[config.mk]
export PLATFORM = sky130hd
export DESIGN_NAME = pc_stack_ctrl_flat
export DESIGN_NICKNAME = d
export VERILOG_FILES = /design/src/rtl/pc_stack_ctrl_pkg.sv /design/src/rtl/pc_stack_ctrl_if.sv /design/src/rtl/pc_stack_ctrl_return_stack.sv /design/src/rtl/pc_stack_ctrl.sv /design/src/flat_wrapper.sv
export SDC_FILE = /design/constraint.sdc
export NUM_CORES = 1
export LEC_CHECK = 0
export ABC_CLOCK_PERIOD_IN_PS = 3700
export CORE_ASPECT_RATIO = 1.25
export CORE_UTILIZATION = 57
export DETAILED_ROUTE_END_ITERATION = 12
export PLACE_DENSITY_LB_ADDON = 0.05
export SLEW_MARGIN = 5
export SYNTH_ARGS = -nofsm -noshare
export SYNTH_HDL_FRONTEND = slang
export SYNTH_SLANG_ARGS = --single-unit
[constraint.sdc]
create_clock -name clk -period 3.7 [get_ports clk]
set_clock_uncertainty 0.2 [all_clocks]
set_input_delay 0.555 -clock clk [delete_from_list [all_inputs] [get_ports clk]]
set_output_delay 0.555 -clock clk [all_outputs]
set_load 0.005 [all_outputs]
[src/rtl/pc_stack_ctrl_pkg.sv]
// Shared definitions for the PC / return-stack controller: default sizes,
// the action encoding produced by the request priority encoder, and the
// encoder itself.
package pc_stack_ctrl_pkg;

    localparam int              PC_W_DEF         = 13;
    localparam int              STACK_DEPTH_DEF  = 8;
    localparam logic [12:0]     RESET_VECTOR_DEF = 13'h0000;

    // One action is resolved per cycle; the enum lists them lowest to highest
    // priority.
    typedef enum logic [2:0] {
        act_none  = 3'd0,
        act_incr  = 3'd1,
        act_pclwr = 3'd2,
        act_jump  = 3'd3,
        act_call  = 3'd4,
        act_ret   = 3'd5
    } act_e;

    // Collapse simultaneous requests to the single highest-priority action.
    function automatic act_e encode_action(input logic ret,
                                           input logic call,
                                           input logic jump,
                                           input logic pclwr,
                                           input logic incr);
        if (ret)        return act_ret;
        else if (call)  return act_call;
        else if (jump)  return act_jump;
        else if (pclwr) return act_pclwr;
        else if (incr)  return act_incr;
        else            return act_none;
    endfunction

endpackage

[src/rtl/pc_stack_ctrl_if.sv]
// Decoder-facing bundle: request pulses and operands in, fetch address and
// stack status out. The decoder side is the master.
interface pc_stack_ctrl_if
    import pc_stack_ctrl_pkg::*;
#(
    parameter int PC_W    = PC_W_DEF,
    parameter int DEPTH_W = 4
);
    logic               pc_incr_en;
    logic               pc_j_en;
    logic               call_en;
    logic               ret_en;
    logic [10:0]        j_addr;
    logic [4:0]         pclath;
    logic               pcl_wr_en;
    logic [7:0]         pcl_wr_data;
    logic               clr_stack_flags;
    logic [PC_W-1:0]    pc;
    logic [DEPTH_W-1:0] stack_depth;
    logic               stack_overflow;
    logic               stack_underflow;

    modport master (
        output pc_incr_en, pc_j_en, call_en, ret_en, j_addr, pclath,
               pcl_wr_en, pcl_wr_data, clr_stack_flags,
        input  pc, stack_depth, stack_overflow, stack_underflow
    );

    modport slave (
        input  pc_incr_en, pc_j_en, call_en, ret_en, j_addr, pclath,
               pcl_wr_en, pcl_wr_data, clr_stack_flags,
        output pc, stack_depth, stack_overflow, stack_underflow
    );

endinterface

[src/rtl/pc_stack_ctrl_return_stack.sv]
// Circular hardware return stack. sp is the next free slot; depth saturates
// at DEPTH on push (oldest entry is silently overwritten) and at 0 on pop
// (the stale slot below sp is still presented). Storage is never reset.
module return_stack
    import pc_stack_ctrl_pkg::*;
#(
    parameter int DATA_W  = PC_W_DEF,
    parameter int DEPTH   = STACK_DEPTH_DEF,
    parameter int DEPTH_W = $clog2(DEPTH) + 1
) (
    input  logic               clk,
    input  logic               rst,
    input  logic               push,
    input  logic               pop,
    input  logic [DATA_W-1:0]  push_data,
    input  logic               clr_flags,
    output logic [DATA_W-1:0]  top_data,
    output logic [DEPTH_W-1:0] depth,
    output logic               overflow,
    output logic               underflow
);
    localparam int SP_W = $clog2(DEPTH);

    logic [DATA_W-1:0]  mem [DEPTH];
    logic [SP_W-1:0]    sp_q;
    logic [SP_W-1:0]    sp_m1;
    logic [DEPTH_W-1:0] depth_q;
    logic               do_push;
    logic               ovf_evt;
    logic               unf_evt;

    // Pop wins if both are ever presented together.
    assign do_push  = push & ~pop;
    assign sp_m1    = sp_q - 1'b1;
    assign top_data = mem[sp_m1];
    assign ovf_evt  = do_push && (depth_q == DEPTH_W'(DEPTH));
    assign unf_evt  = pop && (depth_q == '0);
    assign depth    = depth_q;

    // Storage write; reset blocks the write but never clears contents.
    always_ff @(posedge clk) begin
        if (!rst && do_push) begin
            mem[sp_q] <= push_data;
        end
    end

    // Pointer and occupancy tracking.
    always_ff @(posedge clk) begin
        if (rst) begin
            sp_q    <= '0;
            depth_q <= '0;
        end else if (pop) begin
            sp_q <= sp_m1;
            if (!unf_evt) depth_q <= depth_q - 1'b1;
        end else if (do_push) begin
            sp_q <= sp_q + 1'b1;
            if (!ovf_evt) depth_q <= depth_q + 1'b1;
        end
    end

    // Sticky error flags; a fresh event outranks a same-cycle clear.
    always_ff @(posedge clk) begin
        if (rst) begin
            overflow  <= 1'b0;
            underflow <= 1'b0;
        end else begin
            if (ovf_evt)        overflow <= 1'b1;
            else if (clr_flags) overflow <= 1'b0;
            if (unf_evt)        underflow <= 1'b1;
            else if (clr_flags) underflow <= 1'b0;
        end
    end

endmodule

[src/rtl/pc_stack_ctrl.sv]
// Program counter and return-stack controller. Resolves the decoder's request
// pulses into one PC update per cycle and drives the return stack.
module pc_stack_ctrl
    import pc_stack_ctrl_pkg::*;
#(
    parameter int              PC_W         = PC_W_DEF,
    parameter int              STACK_DEPTH  = STACK_DEPTH_DEF,
    parameter logic [PC_W-1:0] RESET_VECTOR = PC_W'(RESET_VECTOR_DEF)
) (
    input  logic           clk,
    input  logic           rst,
    pc_stack_ctrl_if.slave bus
);
    act_e            act;
    logic [PC_W-1:0] pc_q;
    logic [PC_W-1:0] pc_next;
    logic [PC_W-1:0] pc_plus1;
    logic [PC_W-1:0] jump_target;
    logic [PC_W-1:0] pclwr_target;
    logic [PC_W-1:0] top_data;
    logic            push;
    logic            pop;

    // Pick the single action for this cycle.
    always_comb begin
        act = encode_action(bus.ret_en, bus.call_en, bus.pc_j_en,
                            bus.pcl_wr_en, bus.pc_incr_en);
    end

    assign pc_plus1     = pc_q + 1'b1;
    assign jump_target  = PC_W'({bus.pclath[4:3], bus.j_addr});
    assign pclwr_target = PC_W'({bus.pclath, bus.pcl_wr_data});
    assign push         = (act == act_call);
    assign pop          = (act == act_ret);

    // Next-PC mux; CALL and GOTO share the same page-extended target.
    always_comb begin
        pc_next = pc_q;
        case (act)
            act_ret:   pc_next = top_data;
            act_call:  pc_next = jump_target;
            act_jump:  pc_next = jump_target;
            act_pclwr: pc_next = pclwr_target;
            act_incr:  pc_next = pc_plus1;
            default:   pc_next = pc_q;
        endcase
    end

    // PC register.
    always_ff @(posedge clk) begin
        if (rst) pc_q <= RESET_VECTOR;
        else     pc_q <= pc_next;
    end

    assign bus.pc = pc_q;

    return_stack #(
        .DATA_W (PC_W),
        .DEPTH  (STACK_DEPTH)
    ) u_stack (
        .clk       (clk),
        .rst       (rst),
        .push      (push),
        .pop       (pop),
        .push_data (pc_plus1),
        .clr_flags (bus.clr_stack_flags),
        .top_data  (top_data),
        .depth     (bus.stack_depth),
        .overflow  (bus.stack_overflow),
        .underflow (bus.stack_underflow)
    );

endmodule

[src/flat_wrapper.sv]
// flat-port wrapper written by rule: the top's interface ports become plain ports
module pc_stack_ctrl_flat import pc_stack_ctrl_pkg::*;
#(
    parameter int              PC_W         = PC_W_DEF,
    parameter int              STACK_DEPTH  = STACK_DEPTH_DEF,
    parameter logic [PC_W-1:0] RESET_VECTOR = PC_W'(RESET_VECTOR_DEF)
)
  (clk, rst, bus_pc_incr_en, bus_pc_j_en, bus_call_en, bus_ret_en, bus_j_addr, bus_pclath, bus_pcl_wr_en, bus_pcl_wr_data, bus_clr_stack_flags, bus_pc, bus_stack_depth, bus_stack_overflow, bus_stack_underflow);
  pc_stack_ctrl_if #(.PC_W(PC_W), .DEPTH_W(4)) bus_i ();
  input  logic clk;
  input  logic rst;
  input wire logic [$bits(bus_i.pc_incr_en)-1:0] bus_pc_incr_en;
  input wire logic [$bits(bus_i.pc_j_en)-1:0] bus_pc_j_en;
  input wire logic [$bits(bus_i.call_en)-1:0] bus_call_en;
  input wire logic [$bits(bus_i.ret_en)-1:0] bus_ret_en;
  input wire logic [$bits(bus_i.j_addr)-1:0] bus_j_addr;
  input wire logic [$bits(bus_i.pclath)-1:0] bus_pclath;
  input wire logic [$bits(bus_i.pcl_wr_en)-1:0] bus_pcl_wr_en;
  input wire logic [$bits(bus_i.pcl_wr_data)-1:0] bus_pcl_wr_data;
  input wire logic [$bits(bus_i.clr_stack_flags)-1:0] bus_clr_stack_flags;
  output wire logic [$bits(bus_i.pc)-1:0] bus_pc;
  output wire logic [$bits(bus_i.stack_depth)-1:0] bus_stack_depth;
  output wire logic [$bits(bus_i.stack_overflow)-1:0] bus_stack_overflow;
  output wire logic [$bits(bus_i.stack_underflow)-1:0] bus_stack_underflow;
  assign bus_i.pc_incr_en = bus_pc_incr_en;
  assign bus_i.pc_j_en = bus_pc_j_en;
  assign bus_i.call_en = bus_call_en;
  assign bus_i.ret_en = bus_ret_en;
  assign bus_i.j_addr = bus_j_addr;
  assign bus_i.pclath = bus_pclath;
  assign bus_i.pcl_wr_en = bus_pcl_wr_en;
  assign bus_i.pcl_wr_data = bus_pcl_wr_data;
  assign bus_i.clr_stack_flags = bus_clr_stack_flags;
  assign bus_pc = bus_i.pc;
  assign bus_stack_depth = bus_i.stack_depth;
  assign bus_stack_overflow = bus_i.stack_overflow;
  assign bus_stack_underflow = bus_i.stack_underflow;
  pc_stack_ctrl #(.PC_W(PC_W), .STACK_DEPTH(STACK_DEPTH), .RESET_VECTOR(RESET_VECTOR)) u_core (.clk(clk), .rst(rst), .bus(bus_i));
endmodule
==> reports/metrics.cfg, run 1 <==
[clock_tree]
tritoncts=done
cts_root_buf=clkbuf_16
post_cts_buffers=0
ctsLongestPathBuffers=2
cts_made_buffers=17
clk_pin_slew_ns=0.06
worst_skew_pair.late_latency_ns=0.42
clock-sinks=126
htreeDepth=4
holdBufCountCts=0
cts_resized=0

[yosys]
async_flop_share=0
yosysUniqueCellTypes=49
yosys_warnings=0
synth_edf_count=104
ys_seq_area_frac=0.652
synth_fp_nets=422
synth_area_leader_cell=edfxtp_1
syn_inst=384
ys.flop_type=edfxtp_1
netlist_area_um2=5470
syn_area_per_cell_um2=14.2
synth.area.top_cells=edfxtp_1, mux4_2, dfxtp_1, nand2_1, nor2_1
synth_top_area_frac=0.571
ys_ff_latch=126

[worst_setup_path]
reg2reg_to=u_core.bus.pc[0]$_SDFFE_PP0P_
critPathRequiredTime_ns=3.80
start_kind=flop
r2r.worst_path.cells=7
path_class=flop to flop
r2r_start=u_core.u_stack.sp_q[1]$_SDFFE_PP0P_
cp_max_fo=9
critPathArrivalTime_ns=3.03
cp-end-kind=flop
rrSetupSlack_ns=0.77

[sta]
rsz0062_at_grt=false
setup_ws_ns=0.766
min_period_ns=2.93
setup_viol=0
max_freq_mhz=341
drv_slew=0
timing.final.crit_share=0.793
final-hold-violation-count=0
slew_headroom=0.490
fin_setup_tns_ns=0
tightest_slew_ns=0.765

[die]
design.portCount=51
die-area_um2=9990
num_rows=39
die_y_um=112
core_um2=9220
initial_core_util=0.593
fp.dieW_um=89.6

[layout]
n_antenna_cell=0
area_growth_pct=25.2
fill_cells=593
drive_gt1_frac=0.180
post_layout_nonfiller_instances=589
fin_nets=492

[place]
dp_hpwl_mm=9.01
pre_cts_slack_ns=0.735
numPortBuffers=50
gp_congestion=0.908
dp.cells=558

[worst_hold_path]
hp-class=flop to flop
whs_path_depth=2
min_from=u_core.u_stack.overflow$_SDFFE_PP0P_
hold_path_end=u_core.u_stack.overflow$_SDFFE_PP0P_

[power]
max-vdd-ir-drop_v=0.000573
leakage_nw=2.39
power_density_nw_per_um2=625
finalPower_mw=4.28

[routing]
drt-pass1-iter-count=5
ant_nets=0
drc=0
wl_mm=14.0
wl_per_cell_um=23.8
vias=3714
drt_iter0_markers=372
routed_via_density=6.31

[global_route]
antenna_found_initial=0
grt_pass1_vias=3703
grt_max_degree=24
grt.total_usage=0.305
grt_pass1_wl_mm=21.0
overflow=0

[flow_run]
drv_cap=0

[status]
outcome=finished, final reports clean

worst max path at each step:
stage	slack [ns]	end	start
3_3_place_gp	0.79	u_core.bus.pc[7]$_SDFFE_PP0P_	bus_ret_en
3_5_place_dp	0.74	u_core.bus.pc[3]$_SDFFE_PP0P_	bus_ret_en
5_1_grt	0.68	u_core.bus.pc[0]$_SDFFE_PP0P_	u_core.u_stack.sp_q[1]$_SDFFE_PP0P_
2_1_floorplan	0.90	u_core.bus.pc[0]$_SDFFE_PP0P_	u_core.u_stack.sp_q[0]$_SDFFE_PP0P_
4_1_cts	0.83	u_core.bus.pc[0]$_SDFFE_PP0P_	u_core.u_stack.sp_q[1]$_SDFFE_PP0P_
6_report	0.77	u_core.bus.pc[0]$_SDFFE_PP0P_	u_core.u_stack.sp_q[1]$_SDFFE_PP0P_
final cells by class:
class / instances / area (um2) / share of cell area
clock inverters: 14 / 216 / 0.0316
inverters: 12 / 45.0 / 0.00658
repair buffers: 68 / 648 / 0.0946
well taps: 123 / 154 / 0.0225
multi-input cells: 229 / 1800 / 0.262
flip-flops and latches: 126 / 3560 / 0.520
clock buffers: 17 / 425 / 0.0621
logic make-up after synthesis:
logic type | count (synthesis) | share of synthesized area
AO/OA/AOI/OAI | 66 | 0.0837
XOR/XNOR | 16 | 0.0284
adder cells (fa/ha/maj) | 6 | 0.0151
buffers and inverters | 29 | 0.0220
flip-flops | 126 | 0.652
multiplexers | 28 | 0.106
AND/OR/NAND/NOR | 113 | 0.0929
Yosys cell counts (all sizes together) (2+ instances only):
cell type / number
a21o: 2
ha: 5
dfxtp: 22
edfxtp: 104
or2: 3
a21oi: 16
xor2: 4
o21ai: 13
nand3: 8
o32ai: 2
clkbuf: 7
nor2b: 3
mux2i: 3
o211ai: 2
a221oi: 7
inv: 12
mux4: 24
o21a: 2
nand2: 44
buf: 10
a221o: 4
nor2: 29
xnor2: 12
a22oi: 2
nor3: 12
a31oi: 3
a2111oi: 3
and3: 6
a311oi: 3
and4: 2
a211oi: 3
or3: 3
through the flow:
step	hold slack, ns	instance area, um2	util
5_1_grt	0.353	6850	0.743
3_5_place_dp	0.285	6210	0.673
2_1_floorplan	0.276	5470	-
6_report	0.296	6850	0.743
3_3_place_gp	0.269	6210	0.673
4_1_cts	0.302	6850	0.743
flip-flops by register name, indices dropped and copies added, names as in the netlist:
| signal | cells |
|---|---|
| u_core.u_stack.overflow | 1 |
| u_core.bus.pc | 13 |
| u_core.u_stack.mem | 104 |
| u_core.u_stack.underflow | 1 |
| u_core.u_stack.sp_q | 3 |
| u_core.u_stack.depth | 4 |
layer usage:
metal / vias up / wire length, um / global-route usage
li1: 1632 / - / -
met1: 1843 / 5580 / 0.392
met2: 203 / 7030 / 0.486
met3: 36 / 1020 / 0.0771
met4: 0 / 381 / 0.135
met5: - / 0 / 0
cell usage in the layout, fill, tap and decap left out, types with 4 or more instances in the layout:
master and n:
mux4_2 24, a221oi_1 7, o21ai_0 7, xnor2_1 11
nor3_1 10, and3_1 6, edfxtp_1 104, nand2_1 43
a221o_1 4, nor2_1 29, clkdlybuf4s50_1 50, buf_4 17
bufinv_16 5, o21ai_1 6, dfxtp_1 22, clkbuf_16 17
ha_1 5, inv_1 10, nand3_1 8, a21oi_1 16
critical path, cell delays in order, from the launching register on:
cell and delay, ns:
dfxtp_1 0.48, inv_1 0.12, ha_1 0.28, xnor2_2 0.60, mux4_2 0.59, mux2_2 0.27
o211ai_1 0.17, o31ai_1 0.10
power breakdown:
| group | total (mW) | switching [mW] | leakage, nW | internal (mW) |
|---|---|---|---|---|
| sequential | 1.73 | 0.0859 | 1.13 | 1.64 |
| combinational | 0.750 | 0.389 | 0.959 | 0.361 |
| clock | 1.80 | 0.612 | 0.303 | 1.19 |
| total | 4.28 | 1.09 | 2.39 | 3.19 |
No activity file was read; power rests on OpenSTA's default activity.
==> inputs of run 2 (changes only) <==
ABC_CLOCK_PERIOD_IN_PS = 2470   (was 3700)
CORE_UTILIZATION = 51   (was 57)
clock period = 2.47 ns   (was 3.7 ns; I/O delays follow)
==> reports/metrics.cfg, run 2 (synthesis results as in run 1) <==
[worst_setup_path]
cp-end-kind=flop
crit_family=flip-flops
slowest_stage=dfxtp_1
critPathArrivalTime_ns=2.42  ; -0.61 ns
start_kind=flop
crit_path_max_incr_delay_ns=0.64  ; +0.04 ns
crit_buf_inv=1  ; unchanged
critPathRequiredTime_ns=2.56  ; -1.24 ns
crit_chain=xor2_2 -> buf_12 -> mux4_2 -> nand2_1 -> and3_1 -> o32ai_1
path_class=flop to flop
cp_max_fo=9  ; unchanged
rrSetupSlack_ns=0.14  ; -0.63 ns

[power]
max-vdd-ir-drop_v=0.000630  ; +10%
leakage_nw=2.55  ; +6.3%
power_density_nw_per_um2=895  ; +43%

[global_route]
grt_pass1_wl_mm=21.2  ; +0.89%
met2_usage=0.409  ; -0.0776
grt.total_usage=0.264  ; -0.0411
grt_pass1_vias=3771  ; +1.8%
grtUsageMet3=0.0762  ; -0.000867
met1_usage=0.363  ; -0.0291
antenna_found_initial=0  ; unchanged
grt_max_degree=25  ; +4.2%
overflow=0  ; unchanged
top_usage_layer=met2

[sta]
fin_setup_tns_ns=0  ; unchanged
timing.final.crit_share=0.944  ; +0.151
min_period_ns=2.33  ; -0.602 ns
rsz0062_at_grt=false
drv_slew=0  ; unchanged
final-hold-violation-count=0  ; unchanged
slew_headroom=0.487  ; -0.00266
setup_viol=0  ; unchanged
tightest_slew_ns=0.764  ; -0.000859 ns
max_freq_mhz=429  ; +26%

[clock_tree]
tritoncts=done
worst_skew_pair.late_latency_ns=0.41  ; about the same
holdBufCountCts=0  ; unchanged
cts_made_buffers=17  ; unchanged
clock-sinks=126  ; unchanged
cts_root_buf=clkbuf_16
post_cts_buffers=0  ; unchanged
ctsLongestPathBuffers=2  ; unchanged
htreeDepth=4  ; unchanged
clk_pin_slew_ns=0.06  ; about the same
cts_resized=0  ; unchanged

[layout]
final_common_cell=edfxtp_1
fin_nets=524  ; +6.5%
post_layout_nonfiller_instances=628  ; +6.6%
drive_gt1_frac=0.236  ; +0.0562
largest_register_ffs=104  ; unchanged
mostFrequentLayoutCells=edfxtp_1, clkdlybuf4s50_1, buf_4
largest-register=u_core.u_stack.mem
fill_cells=729  ; +23%
area_growth_pct=29.4
n_antenna_cell=0  ; unchanged

[routing]
drc=0  ; unchanged
wl_per_cell_um=21.6  ; -9.2%
routed_via_density=5.95  ; -5.6%
wl_mm=13.6  ; -3.1%
ant_nets=0  ; unchanged
drt-pass1-iter-count=5  ; unchanged
drt_iter0_markers=216  ; -42%
vias=3738  ; +0.65%

[die]
design.portCount=51  ; unchanged
fp.dieW_um=94.6  ; +5.6%
num_rows=41  ; +5.1%
die_y_um=118  ; +5.6%
die-area_um2=11100  ; +12%
core_um2=10300  ; +11%
initial_core_util=0.533  ; -0.0600

[place]
numPortBuffers=50  ; unchanged
dp.cells=596  ; +6.8%
gp_congestion=0.912  ; +0.50%
dp_hpwl_mm=9.46  ; +5.0%

[worst_hold_path]
hp-class=flop to flop

[status]
outcome=finished, final reports clean

[flow_run]
drv_cap=0  ; unchanged

run 2: changes by cell type in the layout (fill, tap and decap cells not counted), sizes merged:
cell,change
buf,+32
bufinv,-2
clkbuf,+1
clkinv,+1
inv,+1
run 2: layout make-up:
class / count / area, um2 / area share
well taps: 129 / 161 / 0.0228
clock buffers: 18 / 429 / 0.0607
inverters: 12 / 45.0 / 0.00637
repair buffers: 100 / 888 / 0.126
multi-input cells: 229 / 1820 / 0.257
flip-flops and latches: 126 / 3560 / 0.504
clock inverters: 14 / 168 / 0.0237
run 2: routing by layer:
metal	vias to the layer above	share of wire	routed length (um)
met5	-	0	0
met1	1888	0.42	5760
met2	145	0.50	6780
met3	13	0.065	884
met4	0	0.010	141
li1	1692	-	-
run 2: path summary, 6_finish.rpt:
kind                                             start                              endpoint  cells past startpoint
hold reg to reg   u_core.u_stack.overflow$_SDFFE_PP0P_  u_core.u_stack.overflow$_SDFFE_PP0P_                      2
hold / removal    u_core.u_stack.overflow$_SDFFE_PP0P_  u_core.u_stack.overflow$_SDFFE_PP0P_                      2
setup / recovery   u_core.u_stack.sp_q[2]$_SDFFE_PP0P_         u_core.bus.pc[7]$_SDFFE_PP0P_                      6
setup reg to reg   u_core.u_stack.sp_q[2]$_SDFFE_PP0P_         u_core.bus.pc[7]$_SDFFE_PP0P_                      6
run 2: metrics by stage:
stage	util	setup slack (ns)	total power, mW	hold WS, ns	instance area (um2)
global route	0.690	0.0144	6.59	0.331	7070
CTS	0.690	0.137	6.37	0.325	7070
finish	0.690	0.138	6.33	0.314	7070
floorplan	-	0.00314	3.32	0.276	5510
global placement	0.631	0.0859	3.85	0.275	6480
detailed placement	0.631	-0.0294	3.87	0.309	6480
run 2: where the power goes:
group	switching (mW)	leakage (nW)	internal, mW
clock network	0.927	0.286	1.59
logic	0.612	1.13	0.635
registers	0.115	1.13	2.46
run 2: tightest hold or removal path, stage by stage, from the launching register on:
cell and delay (ns):
dfxtp_1 0.33, a32oi_1 0.06, nor2_1 0.09
